--- src/rtl/cosim_log_drain_sched_pkg.sv ---
// Shared types for the co-simulation commit-log drain scheduler: DPI word layout,
// log kinds, the stream item record and the scheduler FSM encoding.
package cosim_log_drain_sched_pkg;

  typedef logic [31:0] dpi_word_t;

  localparam int unsigned LOG_REG_WRITE_ITEM_DPI_WORDS = 3;
  localparam int unsigned LOG_MEM_ITEM_DPI_WORDS       = 4;
  localparam int unsigned ITEM_WORDS =
      (LOG_REG_WRITE_ITEM_DPI_WORDS > LOG_MEM_ITEM_DPI_WORDS) ?
      LOG_REG_WRITE_ITEM_DPI_WORDS : LOG_MEM_ITEM_DPI_WORDS;

  typedef enum logic [1:0] {
    LogRegWr = 2'd0,
    LogMemRd = 2'd1,
    LogMemWr = 2'd2
  } log_kind_e;

  typedef dpi_word_t [LOG_REG_WRITE_ITEM_DPI_WORDS-1:0] reg_wr_item_t;
  typedef dpi_word_t [LOG_MEM_ITEM_DPI_WORDS-1:0]       mem_item_t;
  typedef dpi_word_t [ITEM_WORDS-1:0]                   item_data_t;

  typedef struct packed {
    log_kind_e   kind;
    logic [31:0] idx;
    item_data_t  data;
  } log_item_t;

  typedef enum logic [2:0] {
    StIdle,
    StFetch,
    StDrain,
    StAdvance,
    StDone
  } drain_state_e;

  function automatic logic [31:0] clamp_count(logic [31:0] raw, logic [31:0] lim);
    return (raw > lim) ? lim : raw;
  endfunction

endpackage

--- src/rtl/cosim_log_fetch.sv ---
// Selects one of the three commit-log getters by kind, zero-pads its payload to the common
// item width and reports the clamped list length plus an overflow flag.
module cosim_log_fetch
  import cosim_log_drain_sched_pkg::*;
#(
  parameter int unsigned MAX_ITEMS = 64,
  parameter int unsigned PROC_W    = 1
) (
  input  logic              fetch_i,
  input  log_kind_e         kind_i,
  input  logic [PROC_W-1:0] proc_i,
  input  logic [31:0]       rd_idx_i,
  output logic              get_reg_wr_o,
  output logic              get_mem_rd_o,
  output logic              get_mem_wr_o,
  output logic [PROC_W-1:0] get_proc_o,
  output logic [31:0]       get_idx_o,
  input  logic [31:0]       reg_wr_cnt_i,
  input  logic [31:0]       mem_rd_cnt_i,
  input  logic [31:0]       mem_wr_cnt_i,
  input  reg_wr_item_t      reg_wr_item_i,
  input  mem_item_t         mem_rd_item_i,
  input  mem_item_t         mem_wr_item_i,
  output logic [31:0]       cnt_o,
  output logic              overflow_o,
  output item_data_t        data_o
);

  logic [31:0] raw_cnt;

  always_comb begin
    raw_cnt      = '0;
    data_o       = '0;
    get_reg_wr_o = 1'b0;
    get_mem_rd_o = 1'b0;
    get_mem_wr_o = 1'b0;
    unique case (kind_i)
      LogRegWr: begin
        get_reg_wr_o = fetch_i;
        raw_cnt      = reg_wr_cnt_i;
        data_o[LOG_REG_WRITE_ITEM_DPI_WORDS-1:0] = reg_wr_item_i;
      end
      LogMemRd: begin
        get_mem_rd_o = fetch_i;
        raw_cnt      = mem_rd_cnt_i;
        data_o[LOG_MEM_ITEM_DPI_WORDS-1:0] = mem_rd_item_i;
      end
      LogMemWr: begin
        get_mem_wr_o = fetch_i;
        raw_cnt      = mem_wr_cnt_i;
        data_o[LOG_MEM_ITEM_DPI_WORDS-1:0] = mem_wr_item_i;
      end
      default: ;
    endcase
    cnt_o      = clamp_count(raw_cnt, 32'(MAX_ITEMS));
    overflow_o = fetch_i && (raw_cnt > 32'(MAX_ITEMS));
  end

  assign get_proc_o = proc_i;
  assign get_idx_o  = rd_idx_i;

endmodule

--- src/rtl/cosim_log_drain_sched.sv ---
// Walks every processor's reg-write, mem-read and mem-write commit logs after a co-simulated
// step and streams the items one per valid/ready handshake to the cosim comparator.
module cosim_log_drain_sched
  import cosim_log_drain_sched_pkg::*;
#(
  parameter int unsigned NUM_PROCS = 1,
  parameter int unsigned MAX_ITEMS = 64,
  parameter int unsigned PROC_W    = (NUM_PROCS > 1) ? $clog2(NUM_PROCS) : 1
) (
  input  logic              clk_i,
  input  logic              rst_i,
  input  logic              start_i,
  output logic              busy_o,
  output logic              done_o,
  output logic              item_valid_o,
  input  logic              item_ready_i,
  output log_kind_e         item_kind_o,
  output logic [PROC_W-1:0] item_proc_o,
  output logic [31:0]       item_idx_o,
  output item_data_t        item_data_o,
  output logic              overflow_o,
  output logic [31:0]       items_sent_o,
  // Getter call sites: one strobe per kind, shared processor and buffer read index.
  output logic              get_reg_wr_o,
  output logic              get_mem_rd_o,
  output logic              get_mem_wr_o,
  output logic [PROC_W-1:0] get_proc_o,
  output logic [31:0]       get_idx_o,
  input  logic [31:0]       reg_wr_cnt_i,
  input  logic [31:0]       mem_rd_cnt_i,
  input  logic [31:0]       mem_wr_cnt_i,
  input  reg_wr_item_t      reg_wr_item_i,
  input  mem_item_t         mem_rd_item_i,
  input  mem_item_t         mem_wr_item_i
);

  drain_state_e      state_q, state_d;
  logic              launch_q, launch_d;
  logic [PROC_W-1:0] proc_q, proc_d;
  log_item_t         item_q, item_d;
  logic [31:0]       cnt_q, cnt_d;
  logic              valid_q, valid_d;
  logic              overflow_q, overflow_d;
  logic [31:0]       sent_q, sent_d;

  logic              fetch_call;
  logic [31:0]       rd_idx;
  logic [31:0]       fetch_cnt;
  logic              fetch_ovf;
  item_data_t        fetch_data;

  // Never call a getter in a reset cycle.
  assign fetch_call = (state_q == StFetch) && !rst_i;
  // In DRAIN the buffer is read one ahead so the next item can be registered on a handshake.
  assign rd_idx     = (state_q == StFetch) ? 32'd0 : item_q.idx + 32'd1;

  cosim_log_fetch #(
    .MAX_ITEMS (MAX_ITEMS),
    .PROC_W    (PROC_W)
  ) u_fetch (
    .fetch_i       (fetch_call),
    .kind_i        (item_q.kind),
    .proc_i        (proc_q),
    .rd_idx_i      (rd_idx),
    .get_reg_wr_o  (get_reg_wr_o),
    .get_mem_rd_o  (get_mem_rd_o),
    .get_mem_wr_o  (get_mem_wr_o),
    .get_proc_o    (get_proc_o),
    .get_idx_o     (get_idx_o),
    .reg_wr_cnt_i  (reg_wr_cnt_i),
    .mem_rd_cnt_i  (mem_rd_cnt_i),
    .mem_wr_cnt_i  (mem_wr_cnt_i),
    .reg_wr_item_i (reg_wr_item_i),
    .mem_rd_item_i (mem_rd_item_i),
    .mem_wr_item_i (mem_wr_item_i),
    .cnt_o         (fetch_cnt),
    .overflow_o    (fetch_ovf),
    .data_o        (fetch_data)
  );

  always_comb begin
    state_d    = state_q;
    launch_d   = launch_q;
    proc_d     = proc_q;
    item_d     = item_q;
    cnt_d      = cnt_q;
    valid_d    = valid_q;
    overflow_d = overflow_q;
    sent_d     = sent_q;
    case (state_q)
      // An accepted start arms launch_q for one cycle (already busy) before the first fetch.
      StIdle: begin
        if (launch_q) begin
          launch_d = 1'b0;
          state_d  = StFetch;
        end else if (start_i) begin
          launch_d    = 1'b1;
          sent_d      = '0;
          proc_d      = '0;
          item_d.kind = LogRegWr;
        end
      end
      StFetch: begin
        item_d.idx = '0;
        cnt_d      = fetch_cnt;
        if (fetch_ovf) overflow_d = 1'b1;
        if (fetch_cnt != '0) begin
          valid_d     = 1'b1;
          item_d.data = fetch_data;
          state_d     = StDrain;
        end else begin
          state_d = StAdvance;
        end
      end
      StDrain: begin
        if (item_ready_i) begin
          sent_d = sent_q + 32'd1;
          if (item_q.idx == cnt_q - 32'd1) begin
            valid_d = 1'b0;
            state_d = StAdvance;
          end else begin
            item_d.idx  = item_q.idx + 32'd1;
            item_d.data = fetch_data;
          end
        end
      end
      StAdvance: begin
        if (item_q.kind != LogMemWr) begin
          item_d.kind = log_kind_e'(item_q.kind + 2'd1);
          state_d     = StFetch;
        end else if (proc_q != PROC_W'(NUM_PROCS - 1)) begin
          proc_d      = proc_q + PROC_W'(1);
          item_d.kind = LogRegWr;
          state_d     = StFetch;
        end else begin
          state_d = StDone;
        end
      end
      StDone: state_d = StIdle;
      default: state_d = StIdle;
    endcase
  end

  always_ff @(posedge clk_i) begin
    if (rst_i) begin
      state_q    <= StIdle;
      launch_q   <= 1'b0;
      proc_q     <= '0;
      item_q     <= '0;
      cnt_q      <= '0;
      valid_q    <= 1'b0;
      overflow_q <= 1'b0;
      sent_q     <= '0;
    end else begin
      state_q    <= state_d;
      launch_q   <= launch_d;
      proc_q     <= proc_d;
      item_q     <= item_d;
      cnt_q      <= cnt_d;
      valid_q    <= valid_d;
      overflow_q <= overflow_d;
      sent_q     <= sent_d;
    end
  end

  assign busy_o       = launch_q || (state_q == StFetch) || (state_q == StDrain) ||
                        (state_q == StAdvance);
  assign done_o       = (state_q == StDone);
  assign item_valid_o = valid_q;
  assign item_kind_o  = item_q.kind;
  assign item_proc_o  = proc_q;
  assign item_idx_o   = item_q.idx;
  assign item_data_o  = item_q.data;
  assign overflow_o   = overflow_q;
  assign items_sent_o = sent_q;

endmodule

--- config.mk ---
export PLATFORM = sky130hd
export DESIGN_NAME = cosim_log_drain_sched
export DESIGN_NICKNAME = d
export VERILOG_FILES = /design/src/rtl/cosim_log_drain_sched_pkg.sv /design/src/rtl/cosim_log_fetch.sv /design/src/rtl/cosim_log_drain_sched.sv
export SDC_FILE = /design/constraint.sdc
export NUM_CORES = 1
export LEC_CHECK = 0
export ABC_AREA = 0
export CAP_MARGIN = 20
export CORE_AREA = 10 10 259 261
export CTS_BUF_LIST = sky130_fd_sc_hd__clkbuf_4 sky130_fd_sc_hd__clkbuf_8
export DETAILED_ROUTE_END_ITERATION = 10
export DIE_AREA = 0 0 269 271
export GPL_ROUTABILITY_DRIVEN = 0
export PLACE_DENSITY = 0.56
export SETUP_SLACK_MARGIN = 0.3
export SLEW_MARGIN = 20
export SYNTH_ARGS = -nofsm -noshare
export SYNTH_HDL_FRONTEND = slang
export SYNTH_SLANG_ARGS = --single-unit
--- constraint.sdc ---
create_clock -name clk_i -period 3.7 [get_ports clk_i]
set_input_delay 1.11 -clock clk_i [delete_from_list [all_inputs] [get_ports clk_i]]
set_output_delay 1.11 -clock clk_i [all_outputs]
set_load 0.005 [all_outputs]
Word-level counts from Yosys, hierarchy flattened
Cells that the tools add are included.
Widths: inputs -> output; s select.
{ "totals": {"regBits": 233, "input_bits": 452, "out_inout_bits": 235, "word_cells": 95} }
{ "classes": {"addsub": 5, "magnitude_cmp": 1, "eq_ne": 17, "mux": 39, "reduce_logical": 20} }
{ "ops": {"columns": ["op", "n"], "rows": [
  ["$mux 160", 2],
  ["$pmux 160 s2", 1],
  ["$pmux 96 s3", 1],
  ["$mux 32", 5],
  ["$mux 128", 1],
  ["$pmux 32 s2", 2],
  ["$pmux 32 s3", 1],
  ["$add 32x1->32 const B", 2],
  ["$eq 32x32->1", 1],
  ["$gt 32x7->1 const B", 1],
  ["$reduce_bool 32->1", 1],
  ["$sub 32x1->32 const B", 1],
  ["$reduce_and 4->1", 5],
  ["$ne 2x2->1 const B", 8],
  ["$mux 3", 5],
  ["$mux 1", 13],
  ["$pmux 3 s4", 1],
  ["$mux 2", 4],
  ["$eq 3x2->1 const B", 2],
  ["$reduce_and 3->1", 2],
  ["$reduce_bool 2->1", 3],
  ["$pmux 1 s2", 2],
  ["$pmux 2 s2", 1],
  ["$eq 3x1->1 const B", 1],
  ["13 further kinds", 16]
]} }

Longest topological paths before layout
{ "depth": {"word_depth": 7, "mapped_depth": 16, "mapped_depth_nobuf": 11} }

Cells and area by module
From an unflattened synthesis, not the netlist that was laid out.
{ "unflattened": {"hier_cells": 1817, "hier_area_um2": 14146.1} }
{ "modules_own_cells": {"columns": ["module", "n_inst", "cells_per_inst", "area_per_inst_um2", "seq_area_each_um2"], "rows": [
  ["cosim_log_drain_sched", 1, 1383, 11255.8, 4644.5],
  ["cosim_log_fetch", 1, 434, 2890.3, 0.0]
]} }

Worst setup path before layout
No wires, ideal clock.
{ "synth_path": {"path_type": "reg-to-reg", "start": "register cnt_q[0]", "end": "register item_q, in the netlist item_idx_o[27]", "setup_ps": 120, "t_arrival_ps": 3715, "t_required_ps": 3580, "setup_slack_ps": -134, "stages_incl_launch_ff": 16, "path_buffers": 4, "period_less_slack_ps": 3834, "cell_sequence": "dfxtp_1 clkbuf_1 inv_1 ha_1 clkbuf_1 or3b_2 or4_4 a211o_1 and2_0 nor2b_1 or4_4 nor2_4 buf_4 buf_2 nor3_1 a211o_1"} }
{ "synth_between": {"elab_chain_len": 4} }
{ "synth_lines": {"columns": ["item", "line_no", "text"], "rows": [
  ["start: declaration", "cosim_log_drain_sched.sv:41", "logic [31:0] cnt_q, cnt_d;"],
  ["start signal: assignment", "cosim_log_drain_sched.sv:159", "cnt_q <= cnt_d;"],
  ["$sub 32x1->32", "cosim_log_drain_sched.sv:118", "if (item_q.idx == cnt_q - 32'd1) begin"],
  ["$eq 32x32->1", "cosim_log_drain_sched.sv:118", null],
  ["$ne 2x2->1 (no source line)", null, null],
  ["$reduce_and 3->1 (no source line)", null, null],
  ["end signal: assignment", "cosim_log_drain_sched.sv:158", "item_q <= item_d;"],
  ["end: declaration", "cosim_log_drain_sched.sv:40", "log_item_t item_q, item_d;"]
]} }
No other way between the ends.
A chain may end at the register's enable or synchronous reset.

Worst setup path after layout
{ "layout_path": {"start": "register item_q, in the netlist item_idx_o[7]", "end": "output port get_idx_o[31]"} }
{ "layout_between": {"elab_chain_len": 2} }
{ "layout_lines": {"columns": ["item", "line_no", "text"], "rows": [
  ["$add 32x1->32", "cosim_log_drain_sched.sv:55", "assign rd_idx = (state_q == StFetch) ? 32'd0 : item_q.idx + 32'd1;"],
  ["$mux 32", "cosim_log_drain_sched.sv:55", null],
  ["end: declaration", "cosim_log_drain_sched.sv:28", "output logic [31:0] get_idx_o,"]
]} }
No other way between the ends.

==> impl_metrics.tcl <==
set metrics [dict create \
    start_util 0.263 \
    die_area_um2 72900 \
    p_int_uw 6800 \
    slew_violations 0 \
    cts_max_level 2 \
    crit_end "get_idx_o[31]" \
    switching_share 0.359 \
    clk_latency_ns 0.61 \
    max_freq_mhz 258 \
    rr_startpoint "cnt_q[1]$_SDFFE_PP0P_" \
    cellLeakagePower_uw 0.0100 \
    cts_max_path_buffers 3 \
    drc_errors 0 \
    critPathMaxFanout 3 \
    p_switching_uw 3810 \
    r2r_cells 16 \
    synth-seq-area-share 0.286 \
    min_period_over_period 1.05 \
    finish.utilization 0.461 \
    overflow 0 \
    syn-mean-instance-area_um2 7.46 \
    violations "setup timing" \
    ys_async_sr_fraction 0 \
    maxSlewHeadroom 0.310 \
    drt_iter0_markers 1953 \
    cts_tree "built" \
    setup_viol 33 \
    grt_pass1_vias 21100 \
    fin_ws_ns -0.180 \
    start_kind "flop" \
    core_area_um2 61600 \
    crit_required_ns 2.59 \
    synthFlopType "dfxtp_1" \
    drive_gt1_frac 0.215 \
    yosysMostFrequentCell "nand2_1" \
    ys_top_cells_by_area "dfxtp_1 (29%), o211ai_1 (6.4%), a222oi_1 (6.4%)" \
    antenna_found_initial 15 \
    viasPerCell 5.45 \
    die_x_um 269 \
    hp-class "flop to flop" \
    synth_commonest_cells "nand2_1 (235), dfxtp_1 (232), clkbuf_1 (217)" \
    synth_top_area_frac 0.286 \
    synth_edf_count 0 \
    worst_pin_slew_ns 1.04 \
    r2r_slack_ns -0.02 \
    drv_cap 0 \
    cts.sinks 232 \
    yosys.area.top_type "dfxtp_1" \
    ios 687 \
    hpwl_um 63200 \
    crit_arrival_ns 2.77 \
    finalHoldViolations 0 \
    period_needed_ns 3.88 \
    final-instance-count-excl-fill 3846 \
    ctsRootBufferMaster "clkbuf_8" \
    grt_max_degree 187 \
    fp.dieH_um 271 \
    via_count 21000 \
    powerDensity_nw_per_um2 374 \
    p_comb_frac 0.436 \
    crit_path_end_kind "output port" \
    pwr-share-seq 0.291 \
    pre_cts_slack_ns -0.947 \
    routed_wl_um 91400 \
    r2r_end "item_data_o[77]$_SDFFE_PP0P_" \
    startpoint "item_idx_o[7]$_SDFFE_PP0P_" \
    yosysWarningCount 0 \
    cts.clk_slew.worst_paths_ns 0.06 \
    ant_nets 0 \
    firstDrtPassIters 8 \
    grt_util_all_layers 0.235 \
    place.port_buffers 684 \
    wl_per_cell_um 23.8 \
    placedCellCount 3616 \
    critPathKind "flop to output port" \
    netlist-cell-type-count 66 \
    skew_ns 0.0300 \
    area_growth_pct 75.0 \
    nNetsFinal 3422 \
    netlist_instances 2175 \
    status "finished, violations left" \
    rows 91 \
    cts_buffers 48 \
    rsz0062_at_grt "yes" \
    nFillCells 6021 \
    synthesis.area_um2 16200 \
    grt_pass1_wl_um 133000 \
    clkPwrFrac 0.273 \
    vdd_drop_max_mv 0.285 \
    ys_seq_elements 232 \
]
==> power groups by stage <==
stage          sequential, uW  clock [uW]  combinational, uW
2_1_floorplan            3100           0               2070
3_3_place_gp             3120           0               4350
3_5_place_dp             3120           0               4440
4_1_cts                  3090        2970               4580
5_1_grt                  3130        3080               4980
6_report                 3090        2890               4630
==> timing repair <==
action                     CTS  global route
setup buffers               81            20
cloned                      32             1
pin swaps                  225            80
setup endpoints to repair  206           185
hold buffers                 0             0
gates resized for setup    261            78
==> layout by cell type (no fill, tap or decap), types with 28 or more instances in the layout <==
| cell type | n |
|---|---|
| clkbuf_8 | 55 |
| clkdlybuf4s50_1 | 652 |
| buf_16 | 37 |
| nand3_1 | 32 |
| nor3_1 | 147 |
| and2_1 | 28 |
| buf_6 | 32 |
| xnor2_1 | 35 |
| a21oi_1 | 34 |
| buf_12 | 30 |
| o211ai_1 | 139 |
| a31oi_1 | 130 |
| or3_1 | 106 |
| a222oi_1 | 103 |
| nor2b_1 | 135 |
| buf_4 | 184 |
| dfxtp_1 | 211 |
| nor2_1 | 94 |
| nand2_1 | 229 |
| or2_2 | 104 |
| xor2_1 | 47 |
| a22o_1 | 33 |
==> cell type report <==
cell class / instances / area, um2 / share of cell area
well taps: 837 / 1050 / 0.0369
diodes: 11 / 27.5 / 0.000970
repair buffers: 978 / 10300 / 0.362
multi-input cells: 1690 / 11300 / 0.398
clock inverters: 6 / 60.1 / 0.00212
inverters: 13 / 51.3 / 0.00181
clock buffers: 79 / 937 / 0.0330
flip-flops and latches: 232 / 4680 / 0.165
==> layer usage <==
layer,vias up,global-route usage,wire length [um],part of all wire
li1,9779,-,-,-
met1,10200,0.278,36300,0.40
met2,877,0.406,45600,0.50
met3,123,0.0632,7650,0.084
met4,6,0.0643,1800,0.020
met5,-,0,33,0.00036
==> through the flow <==
step	total power, uW	cell area, um2	hold slack [ns]	setup TNS, ns
floorplan	5170	16300	0.452	0
global placement	7470	24700	0.463	-114.57
detailed placement	7560	24700	0.464	-117.53
CTS	10600	27900	0.472	-1.07
global route	11200	28400	0.499	-11.51
finish	10600	28400	0.476	-0.956
==> logic make-up after synthesis <==
| group | Yosys count | share of synthesized area |
|---|---|---|
| compound gates | 535 | 0.251 |
| xor+xnor | 87 | 0.0470 |
| fa+ha+maj | 7 | 0.00540 |
| buf+inv | 255 | 0.0616 |
| flops | 232 | 0.286 |
| mux | 1 | 0.000694 |
| other cells | 1 | 0.000231 |
| simple gates | 1057 | 0.348 |
==> worst max-delay path, stage by stage (launching register included) <==
cell     delay, ns
dfxtp_1       0.36
nand3_2       0.11
nor4_4        0.27
nand4_1       0.24
nor4_4        0.27
and2_4        0.21
buf_6         0.09
nand4_1       0.15
xor2_1        0.22
nor2_1        0.12
buf_2         0.13
==> worst min-delay path by stage <==
stage                                endpoint  cells after the start                       from
floorplan              cnt_q[31]$_SDFFE_PP0P_                      1     cnt_q[31]$_SDFFE_PP0P_
global placement    item_valid_o$_SDFFE_PP0P_                      2  item_valid_o$_SDFFE_PP0P_
detailed placement  item_valid_o$_SDFFE_PP0P_                      2  item_valid_o$_SDFFE_PP0P_
CTS                 item_valid_o$_SDFFE_PP0P_                      2  item_valid_o$_SDFFE_PP0P_
global route           cnt_q[31]$_SDFFE_PP0P_                      1     cnt_q[31]$_SDFFE_PP0P_
finish              item_valid_o$_SDFFE_PP0P_                      2  item_valid_o$_SDFFE_PP0P_
==> flip-flops by register name, summed over array words and instances (netlist names) <==
| name | flops |
|---|---|
| cnt_q | 32 |
| item_data_o | 128 |
| item_idx_o | 32 |
| item_kind_o | 2 |
| item_valid_o | 1 |
| items_sent_o | 32 |
| launch_q | 1 |
| overflow_o | 1 |
| state_q | 3 |
(Power assumes the default switching activity.)
